File: src/rtl/diff_backprop_pipe.sv
// Elastic DEPTH-stage register pipeline for the backprop diff bundle.
// It provides a valid/ready handshake with bubble squeezing, a synchronous flush and an occupancy count.
module diff_backprop_pipe #(
   parameter int size            = 3,
   parameter int data_size       = 16,
   parameter int dense_type_size = 4,
   parameter int DEPTH           = 2
) (
   input  logic                          clk,
   input  logic                          rst_n,
   input  logic                          flush,
   input  logic                          in_valid,
   output logic                          in_ready,
   input  logic [31:0]                   w_layer_index,
   input  logic [31:0]                   w_row_index,
   input  logic                          backprop_cost,
   input  logic [size*data_size-1:0]     diff_to_all,
   input  logic [size*data_size-1:0]     diff_start,
   input  logic [size*data_size-1:0]     diff_dense,
   input  logic [size*data_size-1:0]     diff_cost,
   input  logic [dense_type_size-1:0]    dense_type,
   input  logic                          is_update,
   output logic                          out_valid,
   input  logic                          out_ready,
   output logic [31:0]                   w_layer_index_out,
   output logic [31:0]                   w_row_index_out,
   output logic                          backprop_cost_out,
   output logic [size*data_size-1:0]     diff_to_all_out,
   output logic [size*data_size-1:0]     diff_start_out,
   output logic [size*data_size-1:0]     diff_dense_out,
   output logic [size*data_size-1:0]     diff_cost_out,
   output logic [dense_type_size-1:0]    dense_type_out,
   output logic                          is_update_out,
   output logic [$clog2(DEPTH+1)-1:0]    occupancy
);

   localparam int VW = size * data_size;
   localparam int PW = 32 + 32 + 1 + 4 * VW + dense_type_size + 1;
   localparam int OW = $clog2(DEPTH + 1);

   logic [DEPTH-1:0] vld_p;
   logic [DEPTH-1:0] adv;
   logic [DEPTH-1:0] src_vld;
   logic [DEPTH-1:0] vld_next;
   logic [PW-1:0]    pay_p   [DEPTH];
   logic [PW-1:0]    src_pay [DEPTH];
   logic [PW-1:0]    pay_in;
   logic [OW-1:0]    occ_q;

   function automatic logic [OW-1:0] popcount(input logic [DEPTH-1:0] v);
      logic [OW-1:0] c;
      c = '0;
      for (int i = 0; i < DEPTH; i++) c = c + OW'(v[i]);
      return c;
   endfunction

   assign pay_in = {w_layer_index, w_row_index, backprop_cost, diff_to_all, diff_start,
                    diff_dense, diff_cost, dense_type, is_update};

   // A stage may advance unless it and every stage above it are full while the sink stalls.
   genvar k;
   for (k = 0; k < DEPTH; k++) begin : g_stage
      assign adv[k] = out_ready | ~(&vld_p[DEPTH-1:k]);
      if (k == 0) begin : g_head
         assign src_vld[k] = in_valid;
         assign src_pay[k] = pay_in;
      end else begin : g_body
         assign src_vld[k] = vld_p[k-1];
         assign src_pay[k] = pay_p[k-1];
      end
   end

   assign in_ready = adv[0] & ~flush;
   assign vld_next = flush ? '0 : ((adv & src_vld) | (~adv & vld_p));

   always_ff @(posedge clk or negedge rst_n) begin
      if (!rst_n) begin
         vld_p <= '0;
         occ_q <= '0;
      end else begin
         vld_p <= vld_next;
         occ_q <= popcount(vld_next);
      end
   end

   // Payload only moves behind a valid bit, and a flush leaves payload untouched.
   always_ff @(posedge clk or negedge rst_n) begin
      if (!rst_n) begin
         for (int i = 0; i < DEPTH; i++) pay_p[i] <= '0;
      end else if (!flush) begin
         for (int i = 0; i < DEPTH; i++)
            if (adv[i] && src_vld[i]) pay_p[i] <= src_pay[i];
      end
   end

   assign out_valid = vld_p[DEPTH-1];
   assign occupancy = occ_q;
   assign {w_layer_index_out, w_row_index_out, backprop_cost_out, diff_to_all_out, diff_start_out,
           diff_dense_out, diff_cost_out, dense_type_out, is_update_out} = pay_p[DEPTH-1];

endmodule
File: config.mk
export PLATFORM = sky130hd
export DESIGN_NAME = diff_backprop_pipe
export DESIGN_NICKNAME = d
export VERILOG_FILES = /design/src/rtl/diff_backprop_pipe.sv
export SDC_FILE = /design/constraint.sdc
export NUM_CORES = 1
export LEC_CHECK = 0
export ABC_AREA = 1
export BUFFER_PORTS_ARGS = -buffer_cell sky130_fd_sc_hd__buf_2
export CORE_MARGIN = 5
export CORE_UTILIZATION = 54
export CTS_CLUSTER_DIAMETER = 150
export DETAILED_ROUTE_END_ITERATION = 8
export GPL_TIMING_DRIVEN = 0
export MAX_ROUTING_LAYER = met4
export PLACE_DENSITY = 0.8
export SYNTH_ARGS = -nofsm -noshare
export SYNTH_HDL_FRONTEND = slang
export SYNTH_SLANG_ARGS = --single-unit
export TNS_END_PERCENT = 5
File: constraint.sdc
create_clock -name clk -period 1.9 [get_ports clk]
set_input_delay 0.38 -clock clk [delete_from_list [all_inputs] [get_ports clk]]
set_output_delay 0.38 -clock clk [all_outputs]
set_load 0.03 [all_outputs]
==> metrics.cfg, run 1 <==
[run_status]
status=finished with violations
violations=setup timing

[detailed_routing]
num_vias=19400
drc_errors=0
routedWlPerCell_um=17.8
viasPerCell=5.17
ant_nets=0
wirelength_um=66600
drt-pass1-iter-count=6
drtIter0Drc=1855

[synthesis]
yosysTopAreaCellShare_pct=57.3
synth_seq_cells=528
syn_area_mm2=0.0231
ys_async_sr_fraction_pct=100
synth-edff-count=0
synth_top_area_cell=dfrtp_1
yosys-top-cells-count=788 x nand2_1, 528 x dfrtp_1, 295 x buf_4, 264 x inv_1, 262 x nand4_1
synth_area_leaders=dfrtp_1 57%, nand2_1 13%, buf_4 9.6%
ys_types=15
synthMostInstantiatedCell=nand2_1
synth_warnings=0
yosysSeqAreaShare_pct=57.3
syn_inst=2547
syn_nets=2815
ys.flop_type=dfrtp_1
synth.avg_cell_area_um2=9.06

[worst_setup_path]
cp_slowest_stage_delay_ns=0.40
worst-endpoint-arrival_ns=1.55
cp-startpoint=vld_p[1]
critPathMaxFanout=3
worstSetupPathType=register to primary output
crit_required_ns=1.52
critical_path_depth=5
cp-end-kind=primary output
startpoint_type=register
worstPathCellList=nand3_2 -> buf_12 -> inv_6 -> nor2_4 -> buf_6
cp_num_buf_inv=3
cp_top_family=flip-flops
rr_worst_depth=6
r2r_start=vld_p[1]
slowest_stage=dfrtp_1

[worst_hold_path]
min_from=diff_start[27]
holdPathStages=3
worstHoldPathType=primary input to register

[global_route]
antenna_found_initial=17
grt_pass1_vias=19600
grt_overflow=0
grt.total_usage_pct=28.6
grt_pass1_wl_um=104000
grt_max_degree=129

[power_and_ir_drop]
swShare_pct=32.1
p_leak_uw=0.0160
p_sw_uw=10900
report.power.total_uw=33800
p_seq_share_pct=42.0
worst_ir_drop_vdd_uv=822
power_density_mw_per_mm2=1190
p_int_uw=23000
p_comb_share_pct=25.7
clockPowerShare_pct=32.3

[sta]
finalSetupViolCount=1
finalCritPeriodShare_pct=102
worst_slew_pin_slew_ns=0.948
relSlewSlack_pct=36.8
drv_slew=0
rsz0062_at_grt=yes
setup_ws_ns=-0.0290
hold_viol=0
timing.fmax_mhz=518
min_period_ns=1.93
skew_ns=0.0113

[clock_network]
cts_sinks=528
clk_root_buffer_cell=clkbuf_16
h-tree-depth=2
clk_latency_ns=0.59
cts_buffer_depth=3
numCtsBuffers=55
cts_tree=built
clk_pin_slew_worst_paths_ns=0.06

[placed_design]
port_buffers=532
dp_cells=3622
pre_cts_slack_ns=-0.403
dp_hpwl_um=48200
gp_congestion=0.935

[floorplan]
core_mm2=0.0421
die_h_um=217
die-area_mm2=0.0470
rows=75
initial_core_util_pct=54.7
die_w_um=217
io_pins=533

[final_layout]
areaGrowthSynthToFinish_pct=23.6
fin_nets=3411
drive_above_1_share_pct=31.3
utilization_pct=67.7
fin_cells=3750

[run]
cap_violations=0

==> cell type report <==
type                       instances  area, µm²
sequential                       528      13200
buffer                           433       2920
clock buffer                      82       1640
tap                              539        674
inverter                         265       1000
fill                            3292      13600
antenna                           22       55.1
multi-input combinational       1320       5960
clock inverter                    21        211
timing repair buffer             540       2840
==> cell families (layout without fill, tap and decap cells) <==
kind of cell	count (synthesis)	after routing	share of synthesized area, %
AND/OR/NAND/NOR	1056	1056	20.0
buffers and inverters	699	1341	16.9
flip-flops	528	528	57.3
AO/OA/AOI/OAI	263	263	5.71
adder cells (fa/ha/maj)	1	1	0.0542
other	0	22	0
==> power groups by stage <==
stage	Sequential (µW)	Combinational, µW	Clock [µW]
after floorplan	14100	6110	0
after global placement	14300	8470	0
after detailed placement	14400	8680	0
after CTS	14200	8750	11100
after global routing	14400	9430	11600
final	14200	8710	10900
==> worst paths after layout <==
path | to | slack [ns]
max | in_ready | -0.03
min | pay_p[390] | 0.04
max reg2reg | pay_p[364] | 0.16
min reg2reg | pay_p[505] | 0.47
max in group asynchronous | pay_p[347] | 0.28
min in group asynchronous | diff_to_all_out[24] | 0.30
==> cell usage in the layout, fill, tap and decap left out <==
master,count
inv_1,263
nand3_2,1
clkbuf_16,58
buf_1,3
nor2_1,2
nand2_1,788
buf_16,4
buf_2,588
diode_2,22
dfrtp_1,528
buf_12,1
clkbuf_8,12
inv_6,1
clkbuf_1,77
inv_2,1
buf_4,296
nand4_1,262
ha_1,1
clkinv_4,1
nor2_4,1
bufinv_16,4
buf_8,1
buf_6,14
dlygate4sd3_1,1
o21ai_1,26
o21ai_0,237
clkinv_2,15
nand3_1,2
clkinvlp_4,1
==> flip-flops by register name, summed over array words and instances (netlist names), 2 cells and up <==
signal / cells
w_layer_index_out: 32
pay_p: 262
w_row_index_out: 32
vld_p: 2
diff_start_out: 48
dense_type_out: 4
diff_to_all_out: 48
diff_cost_out: 48
occupancy: 2
diff_dense_out: 48
==> worst register-to-register path, cell delays in order, from the launching register on <==
cell	delay (ns)
dfrtp_1	0.40
nand3_2	0.12
buf_4	0.12
buf_2	0.35
clkbuf_1	0.39
nand4_1	0.18
nand2_1	0.12
==> stage by stage <==
step                      instance area, µm²  hold WS, ns  setup TNS, ns
after floorplan                        23100       0.0844              0
after global placement                 26400        0.453       -5130.50
after detailed placement               26500        0.329          -1.60
after CTS                              28400      0.00464        -0.0745
after global routing                   28500       0.0210        -0.0745
final                                  28500       0.0416        -0.0290
==> timing repair <==
action | in CTS | in global routing
setup buffers | 2 | 0
pin swaps | 2 | 1
endpoints found under the hold margin | 48 | 0
cloned | 0 | 1
endpoints found under the setup margin | 1 | 118
resized for setup | 12 | 0
hold buffers | 1 | 0
==> routing by layer <==
metal,wire length [µm],part of all wire (%),up-vias,GRT usage (%)
met4,2890,4.3,0,12.4
met5,0,0,-,-
met2,32300,49,821,46.1
met3,5450,8.2,189,6.15
li1,-,-,9108,-
met1,25900,39,9254,35.3
Note: power is estimated with default switching activity, not from simulation.
==> run 2, diff against run 1 <==
--- a/config.mk
+++ b/config.mk
@@ -7,6 +7,7 @@
 export LEC_CHECK = 0
 export ABC_AREA = 1
 export BUFFER_PORTS_ARGS = -buffer_cell sky130_fd_sc_hd__buf_2
+export CORE_ASPECT_RATIO = 1.2
 export CORE_MARGIN = 5
 export CORE_UTILIZATION = 54
 export CTS_CLUSTER_DIAMETER = 150
==> constraint.sdc (replaced) <==
create_clock -name clk -period 1.9 [get_ports clk]
set_input_delay 0.38 -clock clk [delete_from_list [all_inputs] [get_ports clk]]
set_output_delay 0.38 -clock clk [all_outputs]
set_load 0.1 [all_outputs]
==> metrics.cfg, run 2 (synthesis results as in run 1) <==
[final_layout]
largest_register=pay_p
fill_cells=3284
largest_register_ffs=262
layout_common_cells=788 x nand2_1, 527 x dfrtp_1, 448 x buf_2, 433 x buf_4, 263 x inv_1
areaGrowthSynthToFinish_pct=25.0
drive_above_1_share_pct=31.4
fin_nets=3407
layout_commonest_cell=nand2_1

[worst_setup_path]
crit_required_ns=1.52
startpoint_type=register
critPathMaxFanout=2
cp-end-kind=primary output
cp-startpoint=vld_p[1]
worstSetupPathType=register to primary output
worst-endpoint-arrival_ns=1.58
r2r_start=vld_p[1]

[sta]
hold_viol=65
rsz0062_at_grt=yes
drv_slew=0
finalSetupViolCount=1
timing.fmax_mhz=510
finalCritPeriodShare_pct=103
worst_slew_pin_slew_ns=0.815
skew_ns=0.0134
min_period_ns=1.96
whs_ns=-0.268
relSlewSlack_pct=45.6
setup_ws_ns=-0.0603

[floorplan]
io_pins=533
die-area_mm2=0.0470
die_w_um=199
core_mm2=0.0426
initial_core_util_pct=54.2
rows=83
die_h_um=236

[power_and_ir_drop]
report.power.total_uw=40300
worst_ir_drop_vdd_uv=1360
p_leak_uw=0.0160
power_density_mw_per_mm2=1400

[detailed_routing]
num_vias=19100
viasPerCell=5.07
drc_errors=0
routedWlPerCell_um=17.3
wirelength_um=65100
drtIter0Drc=1067
ant_nets=0
drt-pass1-iter-count=5

[clock_network]
clk_pin_slew_worst_paths_ns=0.06
cts_tree=built
cts_sinks=528
numCtsBuffers=52
h-tree-depth=2
clk_root_buffer_cell=clkbuf_16
cts_buffer_depth=3
clk_latency_ns=0.60

[worst_hold_path]
worstHoldPathType=primary input to asynchronous set/reset pin

[global_route]
antenna_found_initial=29
grt_overflow=0
grt_max_degree=131
grt_pass1_wl_um=101000
grt_pass1_vias=19300
grt.total_usage_pct=27.8

[placed_design]
port_buffers=532
dp_hpwl_um=47300
gp_congestion=0.945

[run]
cap_violations=0

[run_status]
violations=hold timing, setup timing
status=finished with violations

-- run 2: metrics by stage --
step	setup WS (ns)	util [%]	instances	area [µm²]	setup TNS (ns)
after floorplan	0.0227	-	2547	23100	0
after global placement	-11.53	62.1	3631	26400	-5130.82
after detailed placement	-0.232	62.4	3635	26600	-13.99
after CTS	-0.0956	66.9	3735	28500	-0.0956
after global routing	-0.129	67.7	3763	28800	-0.164
final	-0.0603	67.7	3768	28800	-0.0603
-- run 2: worst paths after layout --
check                      cells after the start            endpoint  slack [ns]
setup / recovery                               5            in_ready       -0.06
hold / removal                                 1  diff_start_out[25]       -0.27
setup reg to reg                               6          pay_p[423]        0.09
hold reg to reg                                2          pay_p[391]        0.47
max in group asynchronous                      3          pay_p[279]        0.55
min in group clk                               3          pay_p[291]        0.03
-- run 2: power breakdown --
group	switching [µW]	internal [µW]
clock	4450	6300
sequential	1090	13100
combinational	11700	3690
-- run 2: final cells by class --
type | count | area, µm² | area share [%]
clock inverter | 29 | 353 | 1.22
tap | 552 | 691 | 2.40
inverter | 265 | 997 | 3.46
clock buffer | 69 | 1440 | 4.98
multi-input combinational | 1320 | 5970 | 20.7
sequential | 528 | 13200 | 45.8
timing repair buffer | 539 | 3170 | 11.0
buffer | 433 | 2920 | 10.1
antenna | 33 | 82.6 | 0.286
-- run 2: per-layer routing --
metal / vias up / share of wire, % / global-route usage [%]
li1: 9113 / - / -
met1: 9122 / 38 / 32.9
met2: 679 / 49 / 44.2
met3: 183 / 7.8 / 7.01
met4: 0 / 5.5 / 13.9
met5: - / 0 / -
-- run 2: what timing repair did --
action | 4_1_cts | 5_1_grt
gates resized for setup | 48 | 103
pin swaps | 1 | 0
setup buffers | 3 | 0
endpoints found under the hold margin | 65 | 65
endpoints found under the setup margin | 40 | 106
-- run 2: worst max-delay path, cell delays in order, from the launching register on --
cell,delay (ns)
dfrtp_4,0.49
nand3_4,0.08
buf_12,0.11
inv_4,0.03
nor2_4,0.09
buf_12,0.18
==> run 3, diff against run 2 <==
--- a/config.mk
+++ b/config.mk
@@ -7,14 +7,16 @@
 export LEC_CHECK = 0
 export ABC_AREA = 1
 export BUFFER_PORTS_ARGS = -buffer_cell sky130_fd_sc_hd__buf_2
-export CORE_ASPECT_RATIO = 1.2
+export CELL_PAD_IN_SITES_DETAIL_PLACEMENT = 0
+export CELL_PAD_IN_SITES_GLOBAL_PLACEMENT = 2
+export CORE_ASPECT_RATIO = 2
 export CORE_MARGIN = 5
-export CORE_UTILIZATION = 54
+export CORE_UTILIZATION = 32
 export CTS_CLUSTER_DIAMETER = 150
 export DETAILED_ROUTE_END_ITERATION = 8
 export GPL_TIMING_DRIVEN = 0
 export MAX_ROUTING_LAYER = met4
-export PLACE_DENSITY = 0.8
+export PLACE_DENSITY_LB_ADDON = 0.1
 export SYNTH_ARGS = -nofsm -noshare
 export SYNTH_HDL_FRONTEND = slang
 export SYNTH_SLANG_ARGS = --single-unit
==> metrics.cfg, run 3 (synthesis results as in run 1) <==
[worst_setup_path]
worstSetupPathType=register to primary output
cp-end-kind=primary output
cpMostUsedCell=buf_12
startpoint_type=register
cp_top_family=flip-flops
cp_num_buf_inv=3
cp_slowest_stage_delay_ns=0.49
r2r_end=diff_start_out[37]
crit_required_ns=1.52
worst-endpoint-arrival_ns=1.59
worstPathCellList=nand3_4 -> buf_12 -> inv_4 -> nor2_4 -> buf_12
r2r_setup_slack_ns=0.09
r2r_start=vld_p[1]
slowest_stage=dfrtp_4
rr_worst_depth=6
critPathMaxFanout=2

[clock_network]
cts_buffer_depth=3
clk_root_buffer_cell=clkbuf_16
cts_sinks=528
clk_pin_slew_worst_paths_ns=0.06
cts_hold_buf=19
cts_tree=built
numCtsBuffers=53
clk_latency_ns=0.60
h-tree-depth=2

[detailed_routing]
drt-pass1-iter-count=5
viasPerCell=4.45
drtIter0Drc=775
ant_nets=0
wirelength_um=75500
num_vias=18500
routedWlPerCell_um=18.2
drc_errors=0

[floorplan]
core_mm2=0.0717
die_w_um=200
rows=139
die_h_um=390
die-area_mm2=0.0779
initial_core_util_pct=32.2
io_pins=533

[final_layout]
layout_common_cells=788 x nand2_1, 527 x dfrtp_1, 493 x buf_4, 388 x buf_2, 263 x inv_1
largest_register_ffs=262
areaGrowthSynthToFinish_pct=29.2
drive_above_1_share_pct=31.4
fin_nets=3428
largest_register=pay_p
layout_commonest_cell=nand2_1

[sta]
relSlewSlack_pct=29.8
skew_ns=0.0180
setup_ws_ns=-0.0717
whs_ns=-0.193
hold_viol=157
worst_slew_pin_slew_ns=1.05
finalCritPeriodShare_pct=104
finalSetupViolCount=1
timing.fmax_mhz=507
drv_slew=0
rsz0062_at_grt=yes
min_period_ns=1.97

[global_route]
grt.total_usage_pct=19.6
grt_overflow=0
grt_pass1_vias=19500
grt_max_degree=116
antenna_found_initial=39
grt_pass1_wl_um=116000

[placed_design]
pre_cts_slack_ns=-0.484
port_buffers=532
gp_congestion=0.810
dp_hpwl_um=57100

[run_status]
violations=hold timing, setup timing
status=finished with violations

[power_and_ir_drop]
worst_ir_drop_vdd_uv=1130
p_leak_uw=0.0162
power_density_mw_per_mm2=1380

[run]
cap_violations=0

[worst_hold_path]
worstHoldPathType=primary input to asynchronous set/reset pin

## run 3: cell types whose count changed in the layout (fill, tap and decap cells not counted), sizes merged
cell,previous run,this run
buf,903,910
bufinv,7,8
clkbuf,138,142
clkinv,13,9
clkinvlp,7,3
diode,33,38
dlygate4sd3,0,17
inv,267,266
## run 3: worst max-delay path by stage
stage,start,cells past startpoint,end
floorplan,vld_p[1],5,in_ready
global placement,rst_n,1,vld_p[1]
detailed placement,rst_n,4,diff_dense_out[28]
CTS,vld_p[1],5,in_ready
global route,vld_p[1],5,in_ready
finish,vld_p[1],5,in_ready
## run 3: per-stage QoR
stage / cell area [µm²] / TNS (ns) / power [µW] / instances / utilization [%]
final: 29800 / -0.0717 / 41200 / 4157 / 41.6
after global routing: 29800 / -1.28 / 43100 / 4155 / 41.6
after CTS: 29500 / -0.112 / 41500 / 4119 / 41.2
after detailed placement: 27000 / -113.08 / 29500 / 4000 / 37.8
after global placement: 26900 / -5753.51 / 29300 / 3995 / 37.5
after floorplan: 23100 / 0 / 26500 / 2547 / -
## run 3: cell type report
type	instances	area, µm²
Antenna cell	38	95.1
Buffer	433	2940
Clock buffer	77	1560
Clock inverter	21	320
Fill cell	7363	41800
Inverter	265	997
Multi-Input combinational cell	1320	5970
Sequential cell	528	13200
Tap cell	916	1150
Timing Repair Buffer	559	3570
## run 3: where the power goes
part	internal, µW	switching (µW)
combinational	3890	11700
clock	6780	4650
sequential	13100	1050
total	23800	17400
## run 3: what timing repair did
action                                  in CTS  in global routing
endpoints found under the setup margin     121                171
endpoints found under the hold margin       68                157
resized for setup                          131                 92
setup buffers                                3                  0
pin swaps                                    1                  0
cloned                                       0                  0
## run 3: routing by layer
layer / vias up / GRT usage (%) / part of all wire [%]
met5: - / - / 0
met4: 0 / 5.64 / 2.8
met3: 102 / 6.56 / 9.2
met2: 524 / 32.1 / 48
met1: 8718 / 23.1 / 40
li1: 9147 / - / -
